File: src/rtl/traffic_pkg.sv
// Shared widths and record type for the traffic system datapath.
// Used by TrafficSystem, the light-board logic and the violation logger.
package traffic_pkg;

  localparam int unsigned ID_W       = 5;
  localparam int unsigned BOARD_W    = 3;
  localparam int unsigned TIME_W     = 19;
  localparam int unsigned NUM_BOARDS = 5;

  // One logged violation; rpt marks a vehicle at or past the repeat threshold.
  typedef struct packed {
    logic [ID_W-1:0]    id;
    logic [BOARD_W-1:0] board;
    logic [TIME_W-1:0]  ts;
    logic               rpt;
  } viol_rec_t;

endpackage

File: src/rtl/viol_fifo.sv
// Synchronous FIFO of viol_rec_t with a registered head record.
// Ports:
//   clk, reset      : rising-edge clock, synchronous active-low reset
//   push, wdata     : write request and record (ignored when full without pop)
//   pop             : consume head (ignored when empty)
//   head, head_valid: registered head record and its valid flag
//   full_c          : combinational full flag
//   count           : registered occupancy
module viol_fifo
  import traffic_pkg::*;
#(
  parameter int unsigned DEPTH = 16
) (
  input  logic                     clk,
  input  logic                     reset,
  input  logic                     push,
  input  viol_rec_t                wdata,
  input  logic                     pop,
  output viol_rec_t                head,
  output logic                     head_valid,
  output logic                     full_c,
  output logic [$clog2(DEPTH):0]   count
);

  localparam int unsigned PTR_W = $clog2(DEPTH);
  localparam int unsigned CNT_W = PTR_W + 1;

  viol_rec_t        mem [DEPTH];
  logic [PTR_W-1:0] wr_ptr;
  logic [PTR_W-1:0] rd_ptr;
  logic [PTR_W-1:0] rd_next_ptr;
  logic             pop_ok;
  logic             push_ok;

  assign full_c      = (count == CNT_W'(DEPTH));
  assign pop_ok      = pop && head_valid;
  assign push_ok     = push && (!full_c || pop_ok);
  assign rd_next_ptr = rd_ptr + PTR_W'(1);

  // Storage needs no reset; only slots below count are ever read.
  always_ff @(posedge clk) begin
    if (push_ok) begin
      mem[wr_ptr] <= wdata;
    end
  end

  // Pointers, occupancy and the registered head.
  always_ff @(posedge clk) begin
    if (!reset) begin
      wr_ptr     <= '0;
      rd_ptr     <= '0;
      count      <= '0;
      head       <= '0;
      head_valid <= 1'b0;
    end else begin
      if (push_ok) wr_ptr <= wr_ptr + PTR_W'(1);
      if (pop_ok)  rd_ptr <= rd_next_ptr;

      case ({push_ok, pop_ok})
        2'b10:   count <= count + CNT_W'(1);
        2'b01:   count <= count - CNT_W'(1);
        default: count <= count;
      endcase

      // With more than one entry the successor is already in memory;
      // with exactly one, the successor can only be the same-edge write.
      if (pop_ok) begin
        if (count > CNT_W'(1)) begin
          head       <= mem[rd_next_ptr];
          head_valid <= 1'b1;
        end else if (push_ok) begin
          head       <= wdata;
          head_valid <= 1'b1;
        end else begin
          head_valid <= 1'b0;
        end
      end else if (push_ok && !head_valid) begin
        head       <= wdata;
        head_valid <= 1'b1;
      end
    end
  end

endmodule

File: src/rtl/violation_logger.sv
// Buffers red-light violation events and presents them one at a time.
// Qualifies input events, tracks per-vehicle repeat counts and counts
// events lost to overflow.
// Ports:
//   clk, reset                     : rising-edge clock, synchronous active-low reset
//   in_valid/in_id/in_board/in_time: incoming violation event
//   out_valid/out_ready            : head record handshake
//   out_id/out_board/out_time      : head record fields
//   out_repeat                     : vehicle had reached REPEAT_TH when logged
//   count                          : FIFO occupancy
//   drop_count                     : saturating count of overflow drops
module violation_logger #(
  parameter int unsigned DEPTH     = 16,
  parameter int unsigned ID_W      = traffic_pkg::ID_W,
  parameter int unsigned BOARD_W   = traffic_pkg::BOARD_W,
  parameter int unsigned TIME_W    = traffic_pkg::TIME_W,
  parameter int unsigned REPEAT_TH = 3
) (
  input  logic                       clk,
  input  logic                       reset,
  input  logic                       in_valid,
  input  logic [ID_W-1:0]            in_id,
  input  logic [BOARD_W-1:0]         in_board,
  input  logic [TIME_W-1:0]          in_time,
  output logic                       out_valid,
  input  logic                       out_ready,
  output logic [ID_W-1:0]            out_id,
  output logic [BOARD_W-1:0]         out_board,
  output logic [TIME_W-1:0]          out_time,
  output logic                       out_repeat,
  output logic [$clog2(DEPTH):0]     count,
  output logic [7:0]                 drop_count
);

  localparam int unsigned NUM_IDS = 2 ** ID_W;

  traffic_pkg::viol_rec_t in_rec;
  traffic_pkg::viol_rec_t head;

  logic [3:0] vcnt [NUM_IDS];
  logic [4:0] vcnt_inc;
  logic       legal;
  logic       pop;
  logic       push;
  logic       drop;
  logic       full_c;

  // Event qualification: id 0 means no vehicle, boards beyond the last are bogus.
  assign legal    = in_valid && (in_id != '0) &&
                    (in_board < BOARD_W'(traffic_pkg::NUM_BOARDS));
  assign pop      = out_valid && out_ready;
  assign push     = legal && (!full_c || pop);
  assign drop     = legal && full_c && !pop;
  assign vcnt_inc = {1'b0, vcnt[in_id]} + 5'd1;

  always_comb begin
    in_rec       = '0;
    in_rec.id    = in_id;
    in_rec.board = in_board;
    in_rec.ts    = in_time;
    in_rec.rpt   = (vcnt_inc >= 5'(REPEAT_TH));
  end

  // Per-vehicle saturating push counters.
  always_ff @(posedge clk) begin
    if (!reset) begin
      for (int i = 0; i < NUM_IDS; i++) begin
        vcnt[i] <= '0;
      end
    end else if (push && (vcnt[in_id] != 4'hF)) begin
      vcnt[in_id] <= vcnt_inc[3:0];
    end
  end

  // Saturating overflow drop counter.
  always_ff @(posedge clk) begin
    if (!reset) begin
      drop_count <= '0;
    end else if (drop && (drop_count != 8'hFF)) begin
      drop_count <= drop_count + 8'd1;
    end
  end

  viol_fifo #(
    .DEPTH (DEPTH)
  ) u_fifo (
    .clk        (clk),
    .reset      (reset),
    .push       (push),
    .wdata      (in_rec),
    .pop        (pop),
    .head       (head),
    .head_valid (out_valid),
    .full_c     (full_c),
    .count      (count)
  );

  assign out_id     = head.id;
  assign out_board  = head.board;
  assign out_time   = head.ts;
  assign out_repeat = head.rpt;

endmodule

File: config.mk
export PLATFORM = sky130hd
export DESIGN_NAME = violation_logger
export DESIGN_NICKNAME = d
export VERILOG_FILES = /design/src/rtl/traffic_pkg.sv /design/src/rtl/viol_fifo.sv /design/src/rtl/violation_logger.sv
export SDC_FILE = /design/constraint.sdc
export NUM_CORES = 1
export LEC_CHECK = 0
export CAP_MARGIN = 20
export CELL_PAD_IN_SITES_DETAIL_PLACEMENT = 1
export CELL_PAD_IN_SITES_GLOBAL_PLACEMENT = 1
export CORE_UTILIZATION = 53
export DETAILED_ROUTE_END_ITERATION = 8
export MAX_ROUTING_LAYER = met4
export PLACE_DENSITY_LB_ADDON = 0.25
export SYNTH_ARGS = -nofsm -noshare
export SYNTH_HDL_FRONTEND = slang
export SYNTH_SLANG_ARGS = --single-unit
File: constraint.sdc
create_clock -name clk -period 5.65 [get_ports clk]
set_input_delay 1.13 -clock clk [delete_from_list [all_inputs] [get_ports clk]]
set_output_delay 1.13 -clock clk [all_outputs]
set_load 0.01 [all_outputs]
==> impl_metrics.csv, run 1 <==
group,metric,value,unit
critical_path,cp_max_fo,33,
timing,setup_viol,0,
drt,drt_iter0_drc,1302,
pwr,ir_drop,0.000228,V
cts,cts_resized,0,
synth,syn_area,25500,um^2
drt,drc,0,
timing,min_period_over_period,0.812,
global_route,grtUsageTotal,0.279,
pwr,power.density,348,nW/um^2
final_layout,fillCellCount,3975,
timing,fin_crit,4.59,ns
synth,synthFlopType,"edfxtp_1",
critical_path,cp-end-kind,"flop",
floorplanning,start_util,0.542,
drt,vias,13800,
floorplanning,io_pins,73,
timing,setup_slack,1.06,ns
final_layout,layout_common_cells,"edfxtp_1, mux4_2, mux2i_1",
cts,clock_path_buffers,3,
global_route,antenna_found_initial,3,
placed_design,dpl.hpwl,37200,um
run_status,status,"completed",
timing,slew_headroom,0.198,
cts,cts_hold_buf,0,
critical_path,startpoint_type,"input port",
cts,clkTransAtPathRegs,0.06,ns
timing,whs,0.503,ns
synth,ys_seq_area_frac,0.719,
pwr,power.leakage,9.25,nW
synth,synth-edff-count,576,
placed_design,globalplace.congestion,0.907,
drt,routedWlPerCell,30.2,um
global_route,first_global_vias,14600,
floorplanning,core_area,47000,um^2
final_layout,final_common_cell,"edfxtp_1",
synth,ys_warn_count,0,
cts,clock_latency,0.61,ns
synth,async_flop_share,0,
cts,clock_sinks,626,
floorplanning,die-area,48900,um^2
cts,cts_root_buffer,"clkbuf_16",
drt,ant_nets,0,
drt,routed_via_density,6.44,
timing,clock.fmax,218,MHz
floorplanning,dieWidth,221,um
critical_path,setup.worst_path.class,"input port to flop",
critical_path,critPathArrivalTime,4.81,ns
synth,synth_cell_type_count,51,
drt,wl,64800,um
worst_hold_path,min_path_type,"flop to flop",
placed_design,io_buffers,72,
drt,drt_first_pass_iters,5,
global_route,grt_start_max_net_pins,110,
global_route,overflow,0,
timing,worstMarginPinSlew,1.20,ns
synth,synth_area_per_cell,18.2,um^2
placed_design,pre_cts_slack,0.610,ns
final_layout,drive_above_1_share,0.220,
timing,rsz0062_at_grt,"false",
final_layout,nets,1535,
critical_path,crit_required,5.87,ns
floorplanning,die_h,221,um
cts,cts_tree,"built",
run,cap_violations,0,
timing,slew_viol_final,0,
timing,finClkSkew,0.0269,ns
final_layout,area_delta_synth_final,15.1,%
synth,ys_ff_latch,626,
global_route,grt_pass1_wl,96200,um
cts,cts_made_buffers,66,
timing,tns,0,ns
cts,cts_max_level,3,
cts,cts_setup_buffers,0,
synth,netlist_instances,1402,
floorplanning,rows,79,
timing,finalHoldViolations,0,
-- per-layer routing --
layer,vias to the layer above,track usage,wire (um)
li1,5858,-,-
met5,-,-,0
met3,115,0.0503,4080
met2,533,0.457,33000
met4,0,0.0778,1540
met1,7337,0.361,26200
-- power breakdown --
| group | switching [W] | leakage, nW | internal [W] |
|---|---|---|---|
| combinational | 0.000474 | 2.46 | 0.000302 |
| sequential | 0.0000467 | 5.77 | 0.00516 |
| clock | 0.00178 | 1.02 | 0.00245 |
-- Yosys cell counts, types with 8 or more instances --
| cell | count | area share |
|---|---|---|
| nor3_1 | 86 | 0.017 |
| nor2_1 | 92 | 0.014 |
| o21ai_0 | 36 | 0.0071 |
| nor3_2 | 14 | 0.0055 |
| buf_2 | 32 | 0.0063 |
| xor2_1 | 10 | 0.0034 |
| mux2i_1 | 95 | 0.037 |
| edfxtp_1 | 576 | 0.68 |
| o22ai_1 | 32 | 0.0079 |
| ha_1 | 12 | 0.0059 |
| clkbuf_1 | 56 | 0.0083 |
| nand2_1 | 18 | 0.0027 |
| buf_1 | 8 | 0.0012 |
| mux4_2 | 139 | 0.12 |
| a211oi_1 | 29 | 0.0086 |
| inv_1 | 9 | 0.0013 |
| dfxtp_1 | 50 | 0.039 |
| nor4_1 | 8 | 0.0020 |
-- kinds of logic (layout without fill, tap and decap cells) --
group,Yosys count,count (layout),synth area share
AO/OA/AOI/OAI,118,118,0.0288
XOR/XNOR,17,17,0.00585
adder cells (fa/ha/maj),12,12,0.00590
buffers and inverters,116,252,0.0209
flip-flops,626,626,0.719
multiplexers,235,235,0.161
other,1,6,0.000147
AND/OR/NAND/NOR,277,277,0.0588
-- metrics by stage --
| stage | cell area [um^2] | power [W] | utilization | std cells |
|---|---|---|---|---|
| global route | 29300 | 0.0105 | 0.624 | 2150 |
| floorplan | 25500 | 0.00575 | - | 1405 |
| CTS | 29300 | 0.0103 | 0.624 | 2148 |
| finish | 29300 | 0.0102 | 0.624 | 2150 |
| global placement | 27200 | 0.00603 | 0.580 | 2031 |
| detailed placement | 27200 | 0.00607 | 0.580 | 2031 |
-- worst paths after layout --
kind              cells after the start               to             from  slack, ns
setup / recovery                     10      vcnt[14][2]         in_id[1]       1.06
hold reg to reg                       2  u_fifo.head[20]  u_fifo.head[20]       0.50
setup reg to reg                     10      vcnt[14][2]  u_fifo.count[0]       2.46
hold / removal                        2  u_fifo.head[20]  u_fifo.head[20]       0.50
-- state kept, by name, summed over array words and instances, names as in the netlist --
| register | count |
|---|---|
| u_fifo.count | 5 |
| u_fifo.wr_ptr | 4 |
| u_fifo.rd_ptr | 4 |
| u_fifo.mem | 448 |
| u_fifo.head_valid | 1 |
| drop_count | 8 |
| u_fifo.head | 28 |
| vcnt | 128 |
-- layout make-up --
cell class,count,area [um^2],share of cell area
flip-flops and latches,626,18300,0.625
multi-input cells,663,6830,0.233
clock buffers,88,1770,0.0606
repair buffers,125,1290,0.0441
well taps,607,759,0.0259
clock inverters,29,303,0.0103
inverters,10,37.5,0.00128
diodes,2,5.00,0.000171
-- worst max-delay path: stages --
cell and delay, ns:
clkdlybuf4s50_1 0.92, nand4_1 0.53, o22ai_1 0.15, nor4_1 0.38, nand2_1 0.25, ha_1 0.29
o21ai_4 0.12, o21ai_2 0.07, buf_4 0.26, o21ai_0 0.68
No activity file was read; power rests on OpenSTA's default activity.
==> run 2, diff against run 1 <==
--- a/config.mk
+++ b/config.mk
@@ -8,7 +8,7 @@
 export CAP_MARGIN = 20
 export CELL_PAD_IN_SITES_DETAIL_PLACEMENT = 1
 export CELL_PAD_IN_SITES_GLOBAL_PLACEMENT = 1
-export CORE_UTILIZATION = 53
+export CORE_UTILIZATION = 48
 export DETAILED_ROUTE_END_ITERATION = 8
 export MAX_ROUTING_LAYER = met4
 export PLACE_DENSITY_LB_ADDON = 0.25
==> constraint.sdc (replaced) <==
create_clock -name clk -period 3.7 [get_ports clk]
set_input_delay 0.74 -clock clk [delete_from_list [all_inputs] [get_ports clk]]
set_output_delay 0.74 -clock clk [all_outputs]
set_load 0.01 [all_outputs]
==> impl_metrics.csv, run 2 (synthesis results as in run 1) <==
group,metric,value,unit
run_status,status,"completed",
drt,drt_first_pass_iters,5,
cts,clock_path_buffers,3,
critical_path,cp_max_fo,25,
timing,rsz0062_at_grt,"false",
global_route,overflow,0,
final_layout,num_antenna_cells,0,
drt,drc,0,
critical_path,critPathArrivalTime,3.58,ns
final_layout,fillCellCount,4591,
critical_path,startpoint_type,"input port",
drt,vias,14200,
timing,fin_crit,3.30,ns
timing,slew_headroom,0.475,
global_route,antenna_found_initial,0,
drt,routedWlPerCell,27.4,um
cts,cts_made_buffers,66,
cts,cts_resized,0,
timing,worstMarginPinSlew,0.784,ns
global_route,first_global_vias,15200,
timing,finClkSkew,0.0202,ns
floorplanning,start_util,0.485,
final_layout,layout_common_cells,"edfxtp_1, mux4_2, buf_4",
final_layout,drive_above_1_share,0.281,
pwr,ir_drop,0.000295,V
cts,cts_max_level,3,
global_route,grt_start_max_net_pins,34,
timing,slew_viol_final,0,
cts,clock_latency,0.60,ns
final_layout,area_delta_synth_final,21.7,%
floorplanning,die-area,54000,um^2
critical_path,crit_required,3.98,ns
timing,setup_viol,0,
pwr,power.leakage,9.99,nW
run,cap_violations,0,
pwr,power.density,509,nW/um^2
drt,wl,64600,um
cts,clkTransAtPathRegs,0.05,ns
global_route,grtUsageTotal,0.255,
timing,finalHoldViolations,0,
placed_design,globalplace.congestion,0.924,
floorplanning,rows,84,
floorplanning,die_h,232,um
final_layout,nets,1659,
final_layout,top_register,"u_fifo.mem",
cts,cts_root_buffer,"clkbuf_16",
floorplanning,io_pins,73,
final_layout,largestRegisters,"u_fifo.mem (448), vcnt (128), u_fifo.head (28)",
drt,ant_nets,0,
cts,cts_tree,"built",
final_layout,fin_util,0.590,
critical_path,cp_cell_sequence,"clkdlybuf4s50_1 > buf_12 > or4b_2 > o22ai_1 > nor4_1 > nand2_1 > ha_1 > o21ai_4 > o2111ai_2 > buf_4 > o21ai_0",
critical_path,cp-end-kind,"flop",
timing,tns,0,ns
drt,routed_via_density,6.02,
critical_path,cp_slowest_cell,"or4b_2",
critical_path,r2r_slack,0.71,ns
timing,clock.fmax,303,MHz
timing,min_period_over_period,0.892,
critical_path,critPathMaxStageDelay,0.74,ns
cts,clock_sinks,626,
worst_hold_path,min_path_type,"flop to flop",
global_route,grt_pass1_wl,97000,um
placed_design,dpl.hpwl,41900,um
floorplanning,dieWidth,232,um
placed_design,io_buffers,72,
cts,cts_setup_buffers,0,
drt,drt_iter0_drc,1109,
floorplanning,core_area,52400,um^2
final_layout,largest_reg_flops,448,
final_layout,final_common_cell,"edfxtp_1",
cts,cts_hold_buf,0,
critical_path,setup.worst_path.class,"input port to flop",
[run 2: worst max-delay path: cells and delay by family]
family | cells | cell delay [ns]
AND/OR/NAND/NOR | 3 | 0.96
AO/OA/AOI/OAI | 4 | 0.81
buffers and inverters | 3 | 0.83
adder cells (fa/ha/maj) | 1 | 0.23
[run 2: metrics by stage]
step	setup slack (ns)	cell area, um^2	total power (W)	std cells	hold slack (ns)
2_1_floorplan	-0.0680	25500	0.00878	1405	0.454
3_3_place_gp	-0.0740	28900	0.00941	2236	0.487
3_5_place_dp	-0.169	28900	0.00945	2236	0.499
4_1_cts	0.439	31000	0.0159	2358	0.508
5_1_grt	0.217	31000	0.0162	2358	0.531
6_report	0.399	31000	0.0158	2358	0.501
[run 2: layer usage]
metal  track usage  part of all wire  up-vias
met5             -                 0        -
met3        0.0451             0.058       99
met2         0.417              0.51      486
li1              -                 -     6114
met4        0.0724             0.019        0
met1         0.329              0.41     7495
[run 2: power breakdown]
| part | switching (W) | internal [W] | leakage (nW) |
|---|---|---|---|
| combinational | 0.000755 | 0.000604 | 3.21 |
| clock | 0.00274 | 0.00373 | 1.02 |
| sequential | 0.0000678 | 0.00787 | 5.77 |
| total | 0.00357 | 0.0122 | 9.99 |
[run 2: layout make-up]
cell class / count / area [um^2] / area share
well taps: 688 / 861 / 0.0278
clock inverters: 32 / 304 / 0.00982
clock buffers: 90 / 1800 / 0.0583
inverters: 10 / 37.5 / 0.00121
flip-flops and latches: 626 / 18300 / 0.591
repair buffers: 249 / 2800 / 0.0903
multi-input cells: 663 / 6860 / 0.222
[run 2: path summary, 6_finish.rpt]
path                                 startpoint         endpoint  depth (start not counted)
worst max-delay path                   in_id[3]      vcnt[28][0]                         11
worst min-delay path            u_fifo.head[20]  u_fifo.head[20]                          2
worst max register to register       vcnt[9][2]      vcnt[28][0]                          8
worst min register to register  u_fifo.head[20]  u_fifo.head[20]                          2
